$ cat config.mk
export PLATFORM = sky130hd
export DESIGN_NAME = axi_lite_csr_sub
export DESIGN_NICKNAME = d
export VERILOG_FILES = /design/src/rtl/axi_lite_csr_pkg.sv /design/src/rtl/axi_lite_csr_sub.sv
export SDC_FILE = /design/constraint.sdc
export NUM_CORES = 1
export LEC_CHECK = 0
export CAP_MARGIN = 20
export CORE_MARGIN = 4
export CORE_UTILIZATION = 40
export DETAILED_ROUTE_END_ITERATION = 7
export PLACE_DENSITY_LB_ADDON = 0.2
export SYNTH_ARGS = -nofsm -noshare
export SYNTH_HDL_FRONTEND = slang
export SYNTH_SLANG_ARGS = --single-unit
$ cat constraint.sdc
create_clock -name s_axi_clk -period 1.6 [get_ports s_axi_clk]
set_clock_uncertainty 0.2 [all_clocks]
set_input_delay 0.24 -clock s_axi_clk [delete_from_list [all_inputs] [get_ports s_axi_clk]]
set_output_delay 0.24 -clock s_axi_clk [all_outputs]
set_load 0.1 [all_outputs]
$ cat src/rtl/axi_lite_csr_pkg.sv
// Shared types and helpers for the AXI-Lite CSR subordinate.
// Covers response codes, FSM state encodings and the address decode helpers.
package axi_lite_csr_pkg;

  localparam logic [1:0] OKAY   = 2'b00;
  localparam logic [1:0] SLVERR = 2'b10;

  typedef enum logic [1:0] {
    W_IDLE   = 2'd0,
    W_HAVE_A = 2'd1,
    W_HAVE_D = 2'd2,
    W_RESP   = 2'd3
  } wr_state_e;

  typedef enum logic [1:0] {
    R_IDLE  = 2'd0,
    R_ISSUE = 2'd1,
    R_CAPT  = 2'd2,
    R_RESP  = 2'd3
  } rd_state_e;

  function automatic logic addr_in_range(input logic [63:0] addr, input logic [63:0] limit);
    return addr < limit;
  endfunction

  // Byte offset bits are dropped; the caller truncates to its index width.
  function automatic logic [63:0] word_idx(input logic [63:0] addr, input int ofs);
    return addr >> ofs;
  endfunction

endpackage

$ cat src/rtl/axi_lite_csr_sub.sv
// AXI4-Lite to CSR bridge: write strobe + B one cycle after AW/W complete, read response three cycles after AR.
// bready/rready low holds the response and blocks new AW/W/AR until the handshake.
module axi_lite_csr_sub
  import axi_lite_csr_pkg::*;
#(
  parameter int DATA_WIDTH = 32,
  parameter int ADDR_WIDTH = 8,
  parameter int NUM_REGS   = 16,
  localparam int STRB_W    = DATA_WIDTH / 8,
  localparam int IDX_W     = $clog2(NUM_REGS),
  localparam int OFS       = $clog2(STRB_W)
) (
  input  logic                  s_axi_clk,
  input  logic                  s_axi_resetn,
  input  logic [ADDR_WIDTH-1:0] s_axi_awaddr,
  input  logic                  s_axi_awvalid,
  output logic                  s_axi_awready,
  input  logic [DATA_WIDTH-1:0] s_axi_wdata,
  input  logic [STRB_W-1:0]     s_axi_wstrb,
  input  logic                  s_axi_wvalid,
  output logic                  s_axi_wready,
  output logic [1:0]            s_axi_bresp,
  output logic                  s_axi_bvalid,
  input  logic                  s_axi_bready,
  input  logic [ADDR_WIDTH-1:0] s_axi_araddr,
  input  logic                  s_axi_arvalid,
  output logic                  s_axi_arready,
  output logic [DATA_WIDTH-1:0] s_axi_rdata,
  output logic [1:0]            s_axi_rresp,
  output logic                  s_axi_rvalid,
  input  logic                  s_axi_rready,
  output logic                  csr_wr_en,
  output logic [IDX_W-1:0]      csr_wr_idx,
  output logic [DATA_WIDTH-1:0] csr_wr_data,
  output logic [STRB_W-1:0]     csr_wr_strb,
  output logic                  csr_rd_en,
  output logic [IDX_W-1:0]      csr_rd_idx,
  input  logic [DATA_WIDTH-1:0] csr_rd_data
);

  localparam logic [63:0] LIMIT = 64'(NUM_REGS * STRB_W);

  wr_state_e             r_wstate;
  rd_state_e             r_rstate;
  logic                  r_awready, r_wready, r_bvalid, r_arready, r_rvalid;
  logic                  r_csr_wr_en, r_csr_rd_en, r_rd_ok;
  logic [1:0]            r_bresp, r_rresp;
  logic [ADDR_WIDTH-1:0] r_awaddr;
  logic [DATA_WIDTH-1:0] r_wdata, r_rdata, r_csr_wr_data;
  logic [STRB_W-1:0]     r_wstrb, r_csr_wr_strb;
  logic [IDX_W-1:0]      r_csr_wr_idx, r_csr_rd_idx;

  logic                  w_aw_hs, w_w_hs, w_ar_hs, w_have_a, w_have_d, w_wr_ok, w_rd_ok;
  logic [ADDR_WIDTH-1:0] w_waddr;
  logic [DATA_WIDTH-1:0] w_wdata;
  logic [STRB_W-1:0]     w_wstrb;

  assign w_aw_hs  = s_axi_awvalid & r_awready;
  assign w_w_hs   = s_axi_wvalid & r_wready;
  assign w_ar_hs  = s_axi_arvalid & r_arready;
  assign w_have_a = w_aw_hs | (r_wstate == W_HAVE_A);
  assign w_have_d = w_w_hs | (r_wstate == W_HAVE_D);

  // Completing beat may arrive on the bus this cycle or have been latched earlier.
  assign w_waddr = w_aw_hs ? s_axi_awaddr : r_awaddr;
  assign w_wdata = w_w_hs ? s_axi_wdata : r_wdata;
  assign w_wstrb = w_w_hs ? s_axi_wstrb : r_wstrb;
  assign w_wr_ok = addr_in_range(64'(w_waddr), LIMIT);
  assign w_rd_ok = addr_in_range(64'(s_axi_araddr), LIMIT);

  always_ff @(posedge s_axi_clk or negedge s_axi_resetn) begin
    if (!s_axi_resetn) begin
      r_wstate      <= W_IDLE;
      r_awready     <= 1'b0;
      r_wready      <= 1'b0;
      r_bvalid      <= 1'b0;
      r_bresp       <= OKAY;
      r_awaddr      <= '0;
      r_wdata       <= '0;
      r_wstrb       <= '0;
      r_csr_wr_en   <= 1'b0;
      r_csr_wr_idx  <= '0;
      r_csr_wr_data <= '0;
      r_csr_wr_strb <= '0;
    end else begin
      r_csr_wr_en <= 1'b0;
      case (r_wstate)
        W_IDLE, W_HAVE_A, W_HAVE_D: begin
          if (w_aw_hs) r_awaddr <= s_axi_awaddr;
          if (w_w_hs) begin
            r_wdata <= s_axi_wdata;
            r_wstrb <= s_axi_wstrb;
          end
          if (w_have_a && w_have_d) begin
            r_csr_wr_en   <= w_wr_ok & (|w_wstrb);
            r_csr_wr_idx  <= IDX_W'(word_idx(64'(w_waddr), OFS));
            r_csr_wr_data <= w_wdata;
            r_csr_wr_strb <= w_wstrb;
            r_bvalid      <= 1'b1;
            r_bresp       <= w_wr_ok ? OKAY : SLVERR;
            r_awready     <= 1'b0;
            r_wready      <= 1'b0;
            r_wstate      <= W_RESP;
          end else if (w_have_a) begin
            r_awready <= 1'b0;
            r_wready  <= 1'b1;
            r_wstate  <= W_HAVE_A;
          end else if (w_have_d) begin
            r_awready <= 1'b1;
            r_wready  <= 1'b0;
            r_wstate  <= W_HAVE_D;
          end else begin
            r_awready <= 1'b1;
            r_wready  <= 1'b1;
          end
        end
        W_RESP: begin
          if (s_axi_bready) begin
            r_bvalid  <= 1'b0;
            r_awready <= 1'b1;
            r_wready  <= 1'b1;
            r_wstate  <= W_IDLE;
          end
        end
        default: r_wstate <= W_IDLE;
      endcase
    end
  end

  always_ff @(posedge s_axi_clk or negedge s_axi_resetn) begin
    if (!s_axi_resetn) begin
      r_rstate     <= R_IDLE;
      r_arready    <= 1'b0;
      r_rvalid     <= 1'b0;
      r_rresp      <= OKAY;
      r_rdata      <= '0;
      r_rd_ok      <= 1'b0;
      r_csr_rd_en  <= 1'b0;
      r_csr_rd_idx <= '0;
    end else begin
      case (r_rstate)
        R_IDLE: begin
          if (w_ar_hs) begin
            r_arready    <= 1'b0;
            r_rd_ok      <= w_rd_ok;
            r_csr_rd_en  <= w_rd_ok;
            r_csr_rd_idx <= IDX_W'(word_idx(64'(s_axi_araddr), OFS));
            r_rstate     <= R_ISSUE;
          end else begin
            r_arready <= 1'b1;
          end
        end
        R_ISSUE: begin
          r_csr_rd_en <= 1'b0;
          r_rstate    <= R_CAPT;
        end
        R_CAPT: begin
          r_rdata  <= r_rd_ok ? csr_rd_data : '0;
          r_rresp  <= r_rd_ok ? OKAY : SLVERR;
          r_rvalid <= 1'b1;
          r_rstate <= R_RESP;
        end
        R_RESP: begin
          if (s_axi_rready) begin
            r_rvalid  <= 1'b0;
            r_arready <= 1'b1;
            r_rstate  <= R_IDLE;
          end
        end
        default: r_rstate <= R_IDLE;
      endcase
    end
  end

  assign s_axi_awready = r_awready;
  assign s_axi_wready  = r_wready;
  assign s_axi_bvalid  = r_bvalid;
  assign s_axi_bresp   = r_bresp;
  assign s_axi_arready = r_arready;
  assign s_axi_rvalid  = r_rvalid;
  assign s_axi_rresp   = r_rresp;
  assign s_axi_rdata   = r_rdata;
  assign csr_wr_en     = r_csr_wr_en;
  assign csr_wr_idx    = r_csr_wr_idx;
  assign csr_wr_data   = r_csr_wr_data;
  assign csr_wr_strb   = r_csr_wr_strb;
  assign csr_rd_en     = r_csr_rd_en;
  assign csr_rd_idx    = r_csr_rd_idx;

endmodule
==> impl_metrics.env <==
export IMPL_status="finished, violations left"
export IMPL_violations="setup timing"
export IMPL_synth_cell_types=31
export IMPL_ys_seq_area_share_pct=58.3
export IMPL_hold_viol=0
export IMPL_setup_ws_ns=-0.181
export IMPL_hp_class="in2async"
export IMPL_cp_start_kind="register"
export IMPL_crit_path_end_kind="register"
export IMPL_num_vias=4151
export IMPL_avgSynthCellArea_um2=13.1
export IMPL_drv_cap=0
export IMPL_setup_viol=80
export IMPL_ys_seq_elements=132
export IMPL_ys_warn_count=0
export IMPL_h_tree_depth=4
export IMPL_die_w_um=127
export IMPL_synth_top_area_share_pct=58.3
export IMPL_grt_pass1_wl_um=22600
export IMPL_netlist_top_cells_area="dfrtp_1 (58%), mux2_2 (23%), o21ai_0 (2.9%)"
export IMPL_grt_pass1_vias=4491
export IMPL_synth_top_cell_by_area="dfrtp_1"
export IMPL_cts_inserted_buffers=17
export IMPL_fin_crit_sh_pct=111
export IMPL_dr_first_iter_drc_count=161
export IMPL_synthFlopType="dfrtp_1"
export IMPL_dp_hpwl_um=10100
export IMPL_clockRootBuffer="clkbuf_16"
export IMPL_drtPass1Iterations=4
export IMPL_fin_hold_ws_ns=0.0860
export IMPL_rsz0062_at_grt="yes"
export IMPL_clock_path_buffers=2
export IMPL_fin_area_um2=9950
export IMPL_syn_area_um2=5670
export IMPL_syn_inst=432
export IMPL_placementRows=43
export IMPL_grt_max_degree=46
export IMPL_r2r_setup_slack_ns=-0.18
export IMPL_slowest_delay_ns=0.53
export IMPL_fmax_mhz=561
export IMPL_path_cells="nand2_8, clkbuf_16, mux2_2, mux2_4"
export IMPL_worstSetupPathType="reg2reg"
export IMPL_viasPerCell=4.92
export IMPL_clk_latency_ns=0.41
export IMPL_fin_crit_ns=1.78
export IMPL_cts_tree="yes"
export IMPL_clkTransAtPathRegs_ns=0.05
export IMPL_synthArstFlopShare_pct=100
export IMPL_place_area_um2=8690
export IMPL_place_ws_ns=-0.532
export IMPL_syn_to_final_growth_pct=75.6
export IMPL_fin_nets=748
export IMPL_required_ns=1.70
export IMPL_globalRouteOverflowTotal=0
export IMPL_totalWireLength_um=16200
export IMPL_start_util_pct=40.8
export IMPL_antenna_left=0
export IMPL_r2r_end="csr_wr_data[31]"
export IMPL_slew_violations=0
export IMPL_wl_per_cell_um=19.2
export IMPL_place_gp_congestion=0.758
export IMPL_synth_edf_count=0
export IMPL_r2r_cells=4
export IMPL_die_h_um=127
export IMPL_reg2reg_from="s_axi_wready"
export IMPL_drcViolationCount=0
export IMPL_n_antenna_cell=0
export IMPL_die_area_um2=16100
export IMPL_antenna_found_initial=1
export IMPL_crit_arrival_ns=1.88
export IMPL_port_buffers=171
export IMPL_cts_num_sinks=132
export IMPL_cp_max_fo=7
export IMPL_drive_above_1_share_pct=47.4
export IMPL_core_um2=13900
export IMPL_grt_use_total_pct=17.7
export IMPL_critPathSlowestCell="dfrtp_4"
export IMPL_io_pins=178
[cells by family after synthesis]
logic type | share of synthesized area, %
mux | 26.8
flops | 58.3
buf+inv | 4.61
other cells | 0.0662
compound gates | 4.48
fa+ha+maj | 1.10
simple gates | 4.64
[per-layer routing]
layer | share of wire [%] | global-route usage [%] | vias up
met3 | 8.8 | 8.95 | 17
met2 | 50 | 28.7 | 142
met1 | 40 | 20.4 | 2084
met4 | 1.1 | 6.25 | 2
li1 | - | - | 1906
met5 | 0.080 | 0 | -
[cells in the final DEF (no fill, tap or decap), types with 2 or more instances in the layout]
master / instances
buf_4: 17
ha_2: 2
a21oi_4: 3
nor2b_1: 2
dfrtp_1: 126
clkinv_2: 3
dfrtp_4: 3
ha_4: 2
clkbuf_1: 5
buf_6: 12
clkdlybuf4s50_1: 84
buf_12: 92
mux2i_1: 3
nor2_1: 8
o22ai_1: 2
mux2_4: 82
mux2_2: 47
nand2_1: 36
nor4_1: 2
conb_1: 2
nand2_2: 2
nand3_1: 2
buf_8: 4
clkbuf_16: 24
and2_4: 5
inv_1: 34
clkbuf_8: 5
inv_2: 2
nand2_8: 2
dfrtp_2: 3
o21ai_0: 30
o21ai_1: 3
[worst max-delay path, delay by kind of cell (launching register included)]
| kind | cells | cell delay [ns] |
|---|---|---|
| buffers and inverters | 1 | 0.18 |
| multiplexers | 2 | 0.62 |
| AND/OR/NAND/NOR | 1 | 0.14 |
| flip-flops | 1 | 0.53 |
[Yosys cell counts (2+ instances only)]
library cell / count
dfrtp_1: 132
clkbuf_1: 7
mux2_2: 117
nor2b_1: 2
ha_1: 5
buf_4: 2
a21oi_1: 3
nor4_1: 2
inv_1: 36
o21ai_0: 33
mux2_4: 10
mux2i_1: 3
o22ai_1: 2
buf_2: 8
mux2_1: 2
nand2_1: 39
and2_1: 2
nand3_1: 3
nor2_1: 9
buf_6: 4
[cell type report]
class | count | area (um2)
Sequential cell | 132 | 3320
Inverter | 36 | 135
Fill cell | 912 | 3930
Multi-Input combinational cell | 247 | 2510
Timing Repair Buffer | 218 | 3200
Clock buffer | 27 | 513
Clock inverter | 4 | 45.0
Tap cell | 180 | 225
[registers in the layout (all words and copies together), names as in the netlist, 2 cells and up]
register and flops:
r_wstate 2, csr_wr_data 32, s_axi_rdata 32, r_awaddr 6, r_wdata 32, r_rstate 2, csr_wr_idx 4, csr_rd_idx 4
r_wstrb 4, csr_wr_strb 4
[how the worst max path moves through the flow]
stage	from	end	slack, ns
finish	s_axi_wready	csr_wr_data[31]	-0.18
global route	s_axi_awready	csr_wr_data[31]	-0.20
CTS	s_axi_wready	csr_wr_data[13]	-0.16
detailed placement	s_axi_wvalid	csr_wr_data[21]	-0.53
global placement	s_axi_wvalid	csr_wr_data[21]	-0.52
floorplan	s_axi_wready	csr_wr_data[0]	-0.37
[per-stage QoR]
stage          instances  TNS, ns  util (%)
3_5_place_dp         794   -37.68      62.6
3_3_place_gp         794   -36.66      62.6
6_report             844    -7.71      71.7
5_1_grt              844   -10.29      71.7
2_1_floorplan        433   -22.86         -
4_1_cts              828    -9.46      67.1
[what timing repair did]
item / CTS / global route
pin swaps: 1 / 6
hold buffers: 1 / 0
setup endpoints to repair: 92 / 123
resized for setup: 11 / 107
setup buffers: 2 / 6
endpoints found under the hold margin: 132 / 0
cloned: 0 / 12
Power is left out: the tool's default activity adds up to more than one toggle a clock period on the data nets, which glitch-free logic cannot reach.
